$ cat config.mk
export PLATFORM = sky130hd
export DESIGN_NAME = led_scan_driver
export DESIGN_NICKNAME = d
export VERILOG_FILES = /design/src/rtl/led_scan_driver.sv
export SDC_FILE = /design/constraint.sdc
export NUM_CORES = 1
export LEC_CHECK = 0
export ABC_AREA = 1
export ABC_CLOCK_PERIOD_IN_PS = 2900
export BUFFER_PORTS_ARGS = -buffer_cell sky130_fd_sc_hd__buf_2
export CAP_MARGIN = 20
export CELL_PAD_IN_SITES_DETAIL_PLACEMENT = 1
export CELL_PAD_IN_SITES_GLOBAL_PLACEMENT = 1
export CORE_UTILIZATION = 41
export DETAILED_ROUTE_END_ITERATION = 7
export PLACE_DENSITY_LB_ADDON = 0.1
export SLEW_MARGIN = 10
export SYNTH_ARGS = -nofsm -noshare
export SYNTH_HDL_FRONTEND = slang
export SYNTH_SLANG_ARGS = --single-unit
$ cat constraint.sdc
create_clock -name clk -period 2.9 [get_ports clk]
set_input_delay 0.145 -clock clk [delete_from_list [all_inputs] [get_ports clk]]
set_output_delay 0.145 -clock clk [all_outputs]
set_load 0.02 [all_outputs]
$ cat src/rtl/led_scan_driver.sv
// Multiplexed 7-segment scan driver paced by the divided LED clock.
// clkLeds is sampled as data; each rising edge yields one clk-wide scan tick.
module led_scan_driver #(
  parameter int NUM_DIGITS  = 4,
  parameter int BLINK_TICKS = 8
) (
  input  logic                    clk,
  input  logic                    rst_n,
  input  logic                    clkLeds,
  input  logic                    enable,
  input  logic                    alarm,
  input  logic [4*NUM_DIGITS-1:0] digits,
  input  logic [NUM_DIGITS-1:0]   dp,
  output logic [NUM_DIGITS-1:0]   an,
  output logic [6:0]              seg,
  output logic                    dp_n,
  output logic                    tick
);

  localparam int IW = (NUM_DIGITS > 1) ? $clog2(NUM_DIGITS) : 1;
  localparam int BW = (BLINK_TICKS > 0) ? $clog2(2 * BLINK_TICKS) : 1;
  localparam logic [IW-1:0] IDX_LAST  = IW'(NUM_DIGITS - 1);
  localparam logic [BW-1:0] BCNT_LAST = BW'(2 * BLINK_TICKS - 1);
  localparam logic [BW-1:0] BCNT_HALF = BW'(BLINK_TICKS);

  logic          s0, s1, prev;
  logic [IW-1:0] idx;
  logic [BW-1:0] bcnt;

  logic                  blank;
  logic [3:0]            code;
  logic                  dp_sel;
  logic [NUM_DIGITS-1:0] onehot;

  function automatic logic [6:0] decode(input logic [3:0] hex);
    case (hex)
      4'h0:    decode = 7'h40;
      4'h1:    decode = 7'h79;
      4'h2:    decode = 7'h24;
      4'h3:    decode = 7'h30;
      4'h4:    decode = 7'h19;
      4'h5:    decode = 7'h12;
      4'h6:    decode = 7'h02;
      4'h7:    decode = 7'h78;
      4'h8:    decode = 7'h00;
      4'h9:    decode = 7'h10;
      4'hA:    decode = 7'h08;
      4'hB:    decode = 7'h03;
      4'hC:    decode = 7'h46;
      4'hD:    decode = 7'h21;
      4'hE:    decode = 7'h06;
      default: decode = 7'h0E;
    endcase
  endfunction

  // Sync chain resets high so a level already high at release gives no tick.
  always_ff @(posedge clk or negedge rst_n) begin
    if (!rst_n) begin
      s0   <= 1'b1;
      s1   <= 1'b1;
      prev <= 1'b1;
      tick <= 1'b0;
    end else begin
      s0   <= clkLeds;
      s1   <= s0;
      prev <= s1;
      tick <= s1 & ~prev;
    end
  end

  always_ff @(posedge clk or negedge rst_n) begin
    if (!rst_n) begin
      idx <= '0;
    end else if (!enable) begin
      idx <= '0;
    end else if (tick) begin
      idx <= (idx == IDX_LAST) ? '0 : idx + 1'b1;
    end
  end

  always_ff @(posedge clk or negedge rst_n) begin
    if (!rst_n) begin
      bcnt <= '0;
    end else if (!alarm || !enable) begin
      bcnt <= '0;
    end else if (tick) begin
      bcnt <= (bcnt == BCNT_LAST) ? '0 : bcnt + 1'b1;
    end
  end

  always_comb begin
    blank  = alarm & (bcnt >= BCNT_HALF);
    code   = 4'h0;
    dp_sel = 1'b0;
    onehot = '0;
    for (int i = 0; i < NUM_DIGITS; i++) begin
      if (idx == IW'(i)) begin
        code      = digits[4*i +: 4];
        dp_sel    = dp[i];
        onehot[i] = 1'b1;
      end
    end
  end

  // Outputs follow digits/dp every edge so data changes need no tick.
  always_ff @(posedge clk or negedge rst_n) begin
    if (!rst_n) begin
      an   <= '1;
      seg  <= 7'h7F;
      dp_n <= 1'b1;
    end else if (!enable || blank) begin
      an   <= '1;
      seg  <= 7'h7F;
      dp_n <= 1'b1;
    end else begin
      an   <= ~onehot;
      seg  <= decode(code);
      dp_n <= ~dp_sel;
    end
  end

endmodule

### Yosys cells after proc, flatten, opt, wreduce, memory -nomap -nowiden

Memories as Yosys holds them, arrays and structs flattened.
Cells that the tools add are included.

* flip-flop bits (word level): 22
* bits in read-only memories: 112
* output and inout port bits: 13
* logic and storage cells: 50
* memories: 1

Memory list
* (no name shown): depth 16, bits a word 7, rd ports 1, clocked after Yosys merged registers in 0, write ports 0, RTL line 36 `case (hex)`

* $add $sub $neg: 2
* magnitude comparators: 1
* equality and inequality tests: 5
* multiplexer cells: 21
* bitwise operators: 5
* reductions and logical operators: 6

Operators by type and width (count)
* $mux 4: 8
* $mux 1: 9
* $mux 7: 1
* $mux 2: 3
* $add 4x1->4 const B: 1
* $eq 2x2->1 const B: 2
* $eq 4x4->1 const B: 1
* $ge 4x4->1 const B: 1
* $not 4->4: 1
* $add 2x1->2 const B: 1
* $and 1x1->1: 2
* $eq 2x1->1 const B: 1
* $logic_not 1->1: 2
* $logic_not 2->1: 1
* $logic_or 1x1->1: 2
* $ne 2x1->1 const B: 1
* $not 1->1: 2
* $reduce_bool 2->1: 1

### Longest topological paths before layout

* word-level depth: 7
* gate-level depth with buffers: 14
* gate-level depth less buffers: 13

### Least setup slack after synthesis

OpenSTA, ideal clock, no wires.

* path kind: register to register
* from: register idx[0]
* to: register seg[0]
* library setup time: 0.082 ns
* arrival time: 1.709 ns
* path slack: 1.108 ns
* cell stages (with the launch flop): 14
* buffers on the path: 1
* period minus slack after synthesis: 1.792 ns
* cell sequence: dfrtp_1 > inv_1 > ha_1 > buf_4 > inv_2 > nor2_1 > nor2_1 > a21boi_4 > inv_1 > ha_1 > nand3_1 > nand2_1 > nand2_1 > nand3_1

* word-level cells in the longest chain between the ends: 7
* elaborated cells on any way between the ends: 10
* those cells by class: 3 x eq/ne; 5 x mux; 1 x reduce/logical; 1 x memory

Ends and longest elaborated chain
* from (decl): RTL line 27 `logic [IW-1:0] idx;`
* from (signal assigned): RTL line 77 `idx <= (idx == IDX_LAST) ? '0 : idx + 1'b1;`
* $logic_not 2->1: RTL line 97 `if (idx == IW'(i)) begin`
* $mux 4 (3 in a row): RTL line 97
* $mux 4 (*): RTL line 97
* $mem_v2 16x7 (*)
* $mux 7 (*): RTL line 111 `end else if (!enable || blank) begin`
* to (signal assigned): RTL line 117 `seg <= decode(code);`
* to (decl): RTL line 15 `output logic [6:0] seg,`

Every way passes the cells marked *; elsewhere a longest branch is shown, timed or not.
A chain may end at the register's enable or synchronous reset.

### Worst setup path after layout

* from: register idx[0]
* to: register seg[3]

Same word-level chain as after synthesis.

==> summary.md <==
| Metric | Value |
|---|---|
| Leak | about 0.00084 uW |
| GRT Overall Usage | 0.190 |
| CTS tree | done |
| Slew headroom | 0.423 |
| Largest area contributor in the netlist | dfstp_2 |
| Worst path required time | roughly 3.1 ns |
| Synth top cells by count | nand2_1, inv_1, nand3_1 |
| Max Root-Sink Buffers | 2 |
| Worst-margin pin slew | between 0.8 and 0.9 ns |
| Most used DFF post-synth | dfstp_2 |
| DR WL/cell | around 13 um |
| Most numerous cell in the Yosys netlist | nand2_1 |
| PD cells | approximately 460 nW/um2 |
| Root buf cell | clkbuf_4 |
| Syn Area/Cell | 8.69 um2 |
| Largest net degree at the start of global routing | 23 |
| Share of layout cells above drive strength 1 | 0.383 |
| Mapped Cells | between 150 and 200 |
| Port Buffer Count | 37 |
| DR vias | between 1000 and 1500 |
| Sink Count | 22 |
| Setup Buffers After CTS | 0 |
| Period utilization | 0.733 |
| Crit path kind | reg2reg |
| ANT nets after route | 0 |
| First-pass GRT wire length | 5130 um |
| H-Tree Depth | 1 |
| Footprint of the multi-input gates | between 700 and 800 um2 |
| Arr. time, crit path | ~2.4 ns |
| Die H | between 60 and 70 um |
| Hpwl dp | approximately 2600 um |
| Failing checks | hold timing |
| Clk Latency, worst-skew pair | ~0.30 ns |
| Total Routed Length | approximately 3200 um |
| Die ar. | 3650 um2 |
| Final hold vios | 1 |
| Post-synth EDFFs | 0 |
| Die width | ~60 um |
| Final Net Count | between 200 and 250 |
| Starting Density | 0.444 |
| Area contributors post-synth | dfstp_2, dfrtp_1, ha_1 |
| Post-place setup slack | roughly 0.77 ns |
| Drc violations | 0 |
| Register Area | 569 um2 |
| Status | finished with violations |
| Async S/R FF share, synth | 1.00 |
| CP cell instances | inv_1, ha_1, inv_2, nor2_1, nor2_1, a21boi_4, ha_1, inv_1, nand3_1, nand3_1, nand3_1 |
| GP Congestion | between 0.8 and 0.9 |
| Antenna fix cells | 0 |
| Synthesized area | approximately 1400 um2 |
| Core Region | around 3200 um2 |
| Number of setup violations in the final report | 0 |
| Cell Area, Placed | roughly 1600 um2 |
| Yosys reg bits | 22 |
| Hold WC Path Type | in2reg |
| Period minus WS final | around 2.1 ns |
| Setup TNS after final layout | 0 ns |
| Critical Path Fanout Max | 8 |
| # rows | 20 |
| Worst Skew | 0.00682 ns |
| Fillers | 419 |
| Slack of the critical path | between 0.7 and 0.8 ns |
| Synthesis warning total | 0 |
| Worst path max stage delay | ~0.43 ns |
| Slowest CP cell | dfrtp_1 |
| Final Max Slew Viols | 0 |
| Iteration-0 DRC Markers | 37 |
| Yosys cell types | 28 |
| Post-route cell area | about 1700 um2 |
| F_max | 0.471 GHz |
| Clock Pin Slew Worst Setup and Hold Paths | about 0.12 ns |
| Cts bufs inserted | 3 |
| Routed vias/inst | between 4 and 5 |
| Number of top-level pins | 38 |
| Grt ovf | 0 |
| TritonRoute pass-1 iters | 4 |
| Worst VDD drop | around 0.35 mV |
| Syn_nets | 198 |
| Crit path top cell by count | nand3_1 |
| Initial antenna violation count | 0 |
| Post-cts resize count | 0 |
| Worst Setup Start Kind | register |
| Crit end category | register |
| Synth top area share | 0.282 |
| Vias in the first global route | 1202 |
| RSZ-0062 raised after global routing | no |
| Number of max-cap violations | 0 |
| Area growth, synth to finish | 19.3% |
| WHS | -0.000302 ns |
| Register area share after synthesis | 0.407 |
## through the flow
stage                     power, uW  cells   util
final                           768    245  0.529
after global routing            816    245  0.529
after CTS                       780    245  0.529
after detailed placement        607    239  0.512
after global placement          598    239  0.512
after floorplan                 529    161      -
## cell type report
type / count / share of cell area
multi-input cells: 114 / 0.432
flip-flops and latches: 22 / 0.341
repair buffers: 39 / 0.123
inverters: 22 / 0.0495
well taps: 44 / 0.0330
clock buffers: 4 / 0.0217
## cells in the final DEF (no fill, tap or decap), drive strengths merged, types with 2 or more instances in the layout
master | synthesis | routed
o211ai | 2 | 2
a21boi | 2 | 2
clkbuf | 0 | 4
nand3 | 19 | 19
o31ai | 2 | 2
nand2 | 45 | 45
a21oi | 8 | 8
inv | 22 | 22
nor2 | 15 | 15
o21ai | 2 | 2
dfstp | 15 | 15
ha | 12 | 12
dlygate4sd3 | 0 | 2
dfrtp | 7 | 7
buf | 3 | 37
o22ai | 2 | 2
## state kept, by name, summed over array words and instances, names as in the netlist
signal and flops:
seg 7, an 4, bcnt 4, idx 2, dp_n 1, prev 1
s0 1, s1 1, tick 1
## worst paths after layout
path	from	to	slack, ns	depth (start not counted)
min	dp[3]	dp_n	-0.0003	2
min reg2reg	s1	prev	0.37	0
max reg2reg	idx[0]	seg[3]	0.78	11
min in group asynchronous	rst_n	bcnt[0]	0.31	2
max	idx[0]	seg[3]	0.78	11
max in group asynchronous	rst_n	s1	2.24	2
## repair_timing
item                       in CTS  in global routing
hold endpoints to repair        8                  0
setup endpoints to repair       0                  0
hold buffers                    2                  0
## power by group
group | internal [uW] | switching, uW | leakage (uW)
registers | 346 | 9.14 | 0.000254
logic | 86.0 | 160 | 0.000568
clock network | 76.6 | 90.0 | 0.0000210
## critical path, delay by kind of cell (launching register included)
kind            cells  cell delay, ns
buf+inv             3            0.29
flops               1            0.43
compound gates      1            0.25
fa+ha+maj           2            0.60
simple gates        5            0.49
## layer usage
layer  GRT usage  up-vias  part of all wire
met2       0.361       27              0.52
met3      0.0405        4             0.037
met5           0        -                 0
met4      0.0390        0            0.0076
met1       0.217      540              0.44
li1            -      588                 -
## cell families (layout without fill, tap and decap cells)
kind of cell,after synthesis,in the layout,share of synthesized area
XOR/XNOR,1,1,0.00626
AND/OR/NAND/NOR,82,82,0.309
adder cells (fa/ha/maj),12,12,0.107
flip-flops,22,22,0.407
AO/OA/AOI/OAI,18,18,0.0850
buffers and inverters,25,65,0.0778
multiplexers,1,1,0.00716
No activity file was read; power rests on OpenSTA's default activity.
